[src/rtl/tlm_get_fifo.sv]
// tlm_get_fifo: single-clock FIFO with a TLM-style get side.
//
// Put side : put_valid/put_ready handshake. A put transfers on a rising
//            edge where put_valid && put_ready are both high. put_ready is
//            registered and reflects whether the FIFO will have room in the
//            coming cycle.
// Get side : two ways to pop.
//            - Blocking get: the consumer raises get_req and holds it. The
//              FIFO pops as soon as an item is available. get_done pulses
//              for one cycle after the pop edge, with the item on rd_data.
//            - Nonblocking get: try_get is a one-cycle pulse. One cycle later
//              exactly one of try_ok (item on rd_data) or try_fail pulses.
//            At most one pop happens per cycle. A blocking pop wins over a
//            try_get, and the losing try_get answers try_fail.
// There is no bypass path. An item written at edge N can be popped from
// edge N+1 onwards.
module tlm_get_fifo #(
  parameter int DATA_WIDTH = 32,
  parameter int DEPTH      = 8
) (
  input  logic                       clk,
  input  logic                       rst_n,
  input  logic                       put_valid,
  input  logic [DATA_WIDTH-1:0]      put_data,
  output logic                       put_ready,
  input  logic                       get_req,
  output logic                       get_done,
  input  logic                       try_get,
  output logic                       try_ok,
  output logic                       try_fail,
  output logic [DATA_WIDTH-1:0]      rd_data,
  output logic                       can_get,
  output logic [$clog2(DEPTH+1)-1:0] used,
  output logic [1:0]                 dbg_state
);

  localparam int PW = $clog2(DEPTH);
  localparam int CW = $clog2(DEPTH + 1);
  localparam logic [CW-1:0] DEPTH_C = CW'(DEPTH);

  // Blocking-get FSM encoding. These values are also visible on dbg_state.
  localparam logic [1:0] ST_IDLE = 2'd0;
  localparam logic [1:0] ST_WAIT = 2'd1;
  localparam logic [1:0] ST_DONE = 2'd2;

  logic [DATA_WIDTH-1:0] mem_q [DEPTH];

  logic [PW-1:0]         wr_ptr_q, wr_ptr_d;
  logic [PW-1:0]         rd_ptr_q, rd_ptr_d;
  logic [CW-1:0]         count_q, count_d;
  logic                  put_ready_q, put_ready_d;
  logic [1:0]            state_q, state_d;
  logic [DATA_WIDTH-1:0] rd_data_q, rd_data_d;
  logic                  try_ok_q, try_ok_d;
  logic                  try_fail_q, try_fail_d;

  logic                  not_empty;
  logic                  full;
  logic                  blk_pop;
  logic                  try_pop;
  logic                  pop;
  logic                  push;

  // Decide which transfers happen at the next edge.
  // put_ready_q is already low when the FIFO is full. The !full term only
  // guarantees that a full FIFO can never be overwritten.
  always_comb begin
    not_empty = (count_q != '0);
    full      = (count_q == DEPTH_C);
    blk_pop   = not_empty &&
                (((state_q == ST_IDLE) && get_req) || (state_q == ST_WAIT));
    try_pop   = try_get && not_empty && !blk_pop;
    pop       = blk_pop || try_pop;
    push      = put_valid && put_ready_q && !full;
  end

  // Compute the next blocking-get state. get_req is ignored while in DONE,
  // so every get completes with exactly one get_done pulse.
  always_comb begin
    state_d = state_q;
    case (state_q)
      ST_IDLE: begin
        if (get_req) begin
          state_d = blk_pop ? ST_DONE : ST_WAIT;
        end
      end
      ST_WAIT: begin
        if (blk_pop) begin
          state_d = ST_DONE;
        end
      end
      ST_DONE: state_d = ST_IDLE;
      default: state_d = ST_IDLE;
    endcase
  end

  // Compute the next occupancy, pointers, registered outputs and pop data.
  always_comb begin
    count_d    = count_q;
    wr_ptr_d   = wr_ptr_q;
    rd_ptr_d   = rd_ptr_q;
    rd_data_d  = rd_data_q;
    try_ok_d   = try_pop;
    try_fail_d = try_get && !try_pop;
    if (push) begin
      wr_ptr_d = wr_ptr_q + PW'(1);
    end
    if (pop) begin
      rd_ptr_d  = rd_ptr_q + PW'(1);
      rd_data_d = mem_q[rd_ptr_q];
    end
    if (push && !pop) begin
      count_d = count_q + CW'(1);
    end else if (pop && !push) begin
      count_d = count_q - CW'(1);
    end
    put_ready_d = (count_d < DEPTH_C);
  end

  // Write into the storage array. The array is not reset, because only
  // entries that have been written are ever read.
  always_ff @(posedge clk) begin
    if (push) begin
      mem_q[wr_ptr_q] <= put_data;
    end
  end

  // Update control and output registers. Reset drops all items and any
  // pending response.
  always_ff @(posedge clk or negedge rst_n) begin
    if (!rst_n) begin
      wr_ptr_q    <= '0;
      rd_ptr_q    <= '0;
      count_q     <= '0;
      put_ready_q <= 1'b0;
      state_q     <= ST_IDLE;
      rd_data_q   <= '0;
      try_ok_q    <= 1'b0;
      try_fail_q  <= 1'b0;
    end else begin
      wr_ptr_q    <= wr_ptr_d;
      rd_ptr_q    <= rd_ptr_d;
      count_q     <= count_d;
      put_ready_q <= put_ready_d;
      state_q     <= state_d;
      rd_data_q   <= rd_data_d;
      try_ok_q    <= try_ok_d;
      try_fail_q  <= try_fail_d;
    end
  end

  assign put_ready = put_ready_q;
  assign get_done  = (state_q == ST_DONE);
  assign try_ok    = try_ok_q;
  assign try_fail  = try_fail_q;
  assign rd_data   = rd_data_q;
  assign can_get   = (count_q != '0);
  assign used      = count_q;
  assign dbg_state = state_q;

endmodule
[config.mk]
export PLATFORM = sky130hd
export DESIGN_NAME = tlm_get_fifo
export DESIGN_NICKNAME = d
export VERILOG_FILES = /design/src/rtl/tlm_get_fifo.sv
export SDC_FILE = /design/constraint.sdc
export NUM_CORES = 1
export LEC_CHECK = 0
export ABC_AREA = 1
export CORE_AREA = 2 2 156 158
export CTS_CLUSTER_DIAMETER = 80
export DETAILED_ROUTE_END_ITERATION = 8
export DIE_AREA = 0 0 158 160
export GPL_TIMING_DRIVEN = 0
export PLACE_DENSITY = 0.81
export SETUP_SLACK_MARGIN = 0.15
export SYNTH_ARGS = -nofsm -noshare
export SYNTH_HDL_FRONTEND = slang
export SYNTH_SLANG_ARGS = --single-unit
export TNS_END_PERCENT = 1
[constraint.sdc]
create_clock -name clk -period 3.4 [get_ports clk]
set_input_delay 0.68 -clock clk [delete_from_list [all_inputs] [get_ports clk]]
set_output_delay 0.68 -clock clk [all_outputs]
set_load 0.01 [all_outputs]
# Word level (Yosys, flattened, before mapping)

Memory sizes are Yosys's and may differ from the RTL's. A register that Yosys moved wholly into a read port is not among the register bits.
Index checks and enable logic that the tools add are counted.

Add/sub/neg operators: 4
$lt $le $gt $ge: 1
Equality and inequality tests: 5
Muxes and demuxes: 8
Reduce and logical (&&, ||, !) cells: 20

Operators with widths:

| operator              | count |
|---|---|
| $logic_and A1 B1 Y1   | 9 |
| $mux W4               | 2 |
| $add A3 B1 Y3 const B | 2 |
| $logic_not A1 Y1      | 6 |
| $mux W2               | 3 |
| $add A4 B1 Y4 const B | 1 |
| $eq A4 B4 Y1 const B  | 1 |
| $lt A4 B4 Y1 const B  | 1 |
| $ne A2 B2 Y1 const B  | 2 |
| $pmux W2 S2           | 1 |
| $reduce_bool A4 Y1    | 1 |
| $sub A4 B1 Y4 const B | 1 |
| $eq A2 B1 Y1 const B  | 1 |
| $eq A2 B2 Y1 const B  | 1 |
| $logic_not A2 Y1      | 1 |
| $logic_or A1 B1 Y1    | 2 |
| $mux W1               | 2 |
| $reduce_and A2 Y1     | 1 |

Register bits after elaboration: 15
Bits in writable memories: 256
Output and inout bits: 43
Logic and storage cells: 46
Memories: 1

Memory list:

| memory | depth | width | read ports | clocked after Yosys merged registers in | wr ports | line | RTL |
|---|---|---|---|---|---|---|---|
| mem_q  | 8     | 32    | 1          | 1                                       | 1        | 46   | `logic [DATA_WIDTH-1:0] mem_q [DEPTH];` |

# Depth between registers and ports, before layout

Depth in word-level cells: 11
Depth in mapped cells: 17
Gate-level depth less buffers: 16

# Least setup slack after synthesis

Ideal clock, no wire load.

Kind: register -> register
Start: reg count_q[0], in the netlist used[0]
End: mem mem_q[1][0], enable pin
Arrival: 2.650 ns
Required time: 2.979 ns
Path slack: 0.329 ns
Stages on the path, launching flop included: 10
Cells stage by stage: dfrtp_1 > inv_1 > ha_1 > inv_1 > nor2_4 > nand2_1 > nand3_2 > inv_1 > nand2_1 > nor2_1

Cells in the longest elaborated chain, start to end: 5

Ends and longest elaborated chain:

| item                          | line | RTL |
|---|---|---|
| from (decl)                   | 50   | `logic [CW-1:0] count_q, count_d;` |
| from (signal assigned)        | 143  | `count_q <= count_d;` |
| $eq A4 B4 Y1                  | 69   | `full = (count_q == DEPTH_C);` |
| $logic_not A1 Y1              | 74   | `push = put_valid && put_ready_q && !full;` |
| $logic_and A1 B1 Y1           | 74   |  |
| named net push                | 62   | `logic push;` |
| $mux W1                       | 123  | `if (push) begin` |
| $mux W1 (not written as such) | 124  | `mem_q[wr_ptr_q] <= put_data;` |
| to (decl)                     | 46   |  |

The timed path passes the listed nets, and every way through them passes these cells.

# Final worst setup path

Start: reg count_q[0], in the netlist used[0]
End: out can_get

Cells in the longest elaborated chain, start to end: 1

Ends and longest elaborated chain:

| item               | line | RTL |
|---|---|---|
| $reduce_bool A4 Y1 | 157  | `assign can_get = (count_q != '0);` |
| to (decl)          | 32   | `output logic can_get,` |

No other way between the ends.

==> results by group <==
Clock tree
  • H-Tree Depth: 1
  • Clock Latency Late Sink: roughly 0.55 ns
  • Clock root cell: clkbuf_16
  • Cts repair resizes: 0
  • CTS clk-pin slew, worst paths: 0.06 ns
  • CTS tree: done
  • Clock Sinks: roughly 300
  • Postcts setup bufs: 0
  • Hold_buf cts: 0
  • Num CTS Buffers: 29
  • Longest Clk Path Bufs: 3

Logic synthesis
  • Post-Synth Adder-Cell Area: 0.5831%
  • Simple-gate share of the synthesized area: between 20% and 30%
  • Largest family of logic cells by synthesized area: simple AND/OR/NAND/NOR gates
  • Post-synthesis xor/xnor area fraction: less than 1%
  • Post-synthesis mux area share: 0%
  • Post-synthesis instance total: around 1200
  • Leading area contributor after synthesis: edfxtp_1
  • Synthesized area: about 0.013 sq mm
  • EDFF count, synth: ~260
  • Synth top area share: roughly three fifths
  • Avg Inst Size Synth: 10.54 sq um
  • Most used flip-flop cell after synthesis: edfxtp_1
  • Yosys reg bits: 303
  • Ys async rst share: between 10% and 20%
  • Synth top cells by count: 411 x nand2_1, 256 x edfxtp_1, 208 x inv_1
  • Complex-gate fraction of the synthesized area: less than 1%
  • Distinct cells, synth: 26
  • Most area-consuming cells after synthesis: edfxtp_1 60%, nand2_1 12%, dfrtp_1 9.1%
  • Synthesis Warnings: 0
  • Count leader, synth: nand2_1
  • Register area share after synthesis: between 60 and 70%
  • Syn Nets: 1264

Worst setup path
  • Worst reg2reg path depth: 10
  • Setup CP Type: reg2out
  • Worst Path Buf+Inv: 3
  • Worst path most repeated cell: inv_1
  • Cell family with most CP delay: buffers and inverters
  • Worst Setup Start Kind: flip-flop
  • CP arrival: approximately 2.1 ns
  • Slowest cell on the critical path: clkdlybuf4s50_1
  • R2R setup slack: 0.60 ns
  • Critical path fanouts, max: 6
  • RR Endpoint: mem_q[1][3]$_DFFE_PP_
  • CP required: 2.72 ns
  • RR Startpoint: used[0]$_DFFE_PN0P_
  • Crit-path cells: inv_1, ha_1, inv_1, nor2_4, nand2_4, clkdlybuf4s50_1
  • Setup crit end kind: primary output
  • Worst path max stage delay: between 0.5 and 0.6 ns

Global routing
  • Vias in the first global route: a little under 9000
  • First-pass GRT wire length: between 40000 and 50000 microns
  • Largest net degree at the start of global routing: 36
  • Total congestion overflow: 0
  • Gr usage total: around a quarter
  • Initial antenna violation count: 1

Cells and area
  • Final Core Density: between 60 and 70%
  • P&R area growth vs syn: 18.15%
  • Nets: 1383
  • # diodes: 0
  • Layout cells sized above 1: 9.318%
  • Final instance count without filler cells: 1687

Floorplan
  • Die Y: about 160 microns
  • Initial core utilization: a little over half
  • Die Wd: about 160 microns
  • Num ports: 80
  • Die area: ~0.025 sq mm
  • Core area: 0.02382 sq mm
  • Row cnt: 57

Placed design
  • HPWL Detailed: 19360 microns
  • Pre-CTS setup slack: ~0.47 ns
  • Port Buffers: between 70 and 80
  • Final GP Congestion: a little over 0.8
  • Cell total after placement: 1633

Power and ir drop
  • Power Density: roughly 870 mW/mm^2
  • P_leak: 6.614 nW
  • Total power: around 13 mW
  • Largest vdd supply drop: approximately 0.47 mV

Drt
  • Post-Route WL: 30760 microns
  • Vias/cell: 5.275
  • Iter 0 DRT Violations: about 1000
  • DR WL/cell: 18.23 microns
  • Vias post-DR: a little under 9000
  • Drt pass-1 iters: 7
  • Drc violations: 0
  • Final ANT Viol Nets: 0

Job
  • Max Cap Viol: 0

Timing
  • Final setup violation count: 0
  • Post-layout minimum cycle time: roughly 2.8 ns
  • Worst-Margin Slew: around 0.9 ns
  • Setup TNS: 0 ns
  • Peak Freq: around 350 MHz
  • Slew HR: about two fifths
  • Period utilization: between 80 and 90%
  • Final Hold Vio Count: 0
  • Clk_skew: around 0.009 ns
  • Unrepaired setup endpoints after global routing: no
  • Final setup margin: slightly below 0.6 ns
  • Final-report max-slew violation count: 0

Run status
  • Status: complete, no violations

Worst hold path
  • Min-Delay Path Class: in2async
cell families (layout without fill, tap and decap cells):
kind of cell,Yosys count,count (layout)
and+or+nand+nor,635,635
DFF,303,303
buffers and inverters,266,408
AOI/OAI and AO/OA,10,10
xor gates and xnor gates,1,1
adders and majority gates,6,6
stage by stage:
stage,cell area (sq um),hold slack [ns]
6_report,15210,0.03733
5_1_grt,15210,0.06085
4_1_cts,15210,0.04175
3_5_place_dp,14300,0.4647
3_3_place_gp,14070,0.4615
2_1_floorplan,12870,0.3844
layout make-up:
| cell class | count | area (sq um) |
|---|---|---|
| fill | 1682 | 8611 |
| multi-input combinational | 652 | 2969 |
| clock buffer | 48 | 847.1 |
| inverter | 210 | 788.3 |
| tap | 324 | 405.4 |
| clock inverter | 6 | 60.06 |
| timing repair buffer | 88 | 973.4 |
| buffer | 56 | 302.8 |
| sequential | 303 | 8864 |
flip-flops by register name, indices dropped and copies added (netlist names), named ones only:
| register | cells |
|---|---|
| rd_data | 32 |
| used | 3 |
| wr_ptr_q | 3 |
| put_ready | 1 |
| try_ok | 1 |
| rd_ptr_q | 3 |
| try_fail | 1 |
| mem_q | 256 |
| dbg_state | 2 |
worst max-delay path by stage:
stage                             start                     end  slack, ns  cells past startpoint
floorplan           used[0]$_DFFE_PN0P_   mem_q[1][0]$_DFFE_PP_       0.33                      9
global placement              put_valid   mem_q[3][7]$_DFFE_PP_      -1.21                      5
detailed placement            put_valid   mem_q[1][5]$_DFFE_PP_       0.47                      6
CTS                 used[0]$_DFFE_PN0P_                 can_get       0.59                      6
global route        used[0]$_DFFE_PN0P_  mem_q[1][31]$_DFFE_PP_       0.41                     10
finish              used[0]$_DFFE_PN0P_                 can_get       0.58                      6
where the power goes:
part | internal (mW) | total (mW) | leakage [nW] | switching, mW
clock | 1.77 | 3.07 | 0.438 | 1.30
sequential | 4.74 | 4.99 | 2.89 | 0.252
combinational | 1.76 | 5.18 | 3.28 | 3.42
total | 8.27 | 13.2 | 6.61 | 4.98
layout by cell type, fill, tap and decap left out, drive strengths merged:
cell type	count
ha	6
o21ai	7
buf	58
edfxtp	256
clkbuf	56
nor3	2
bufinv	1
clkinvlp	1
dfrtp	47
nand3	199
inv	211
nand2	415
xor2	1
a21oi	2
nand4	1
clkdlybuf4s50	78
nor2	17
clkinv	3
or2	1
o211ai	1
layer usage:
metal	track usage (%)	up-vias	wire length, microns
met4	9.214	2	1031
met5	0	-	11
li1	-	4149	-
met2	41.13	467	15040
met3	4.505	87	3148
met1	32.23	4194	11530
(Power assumes the default switching activity.)
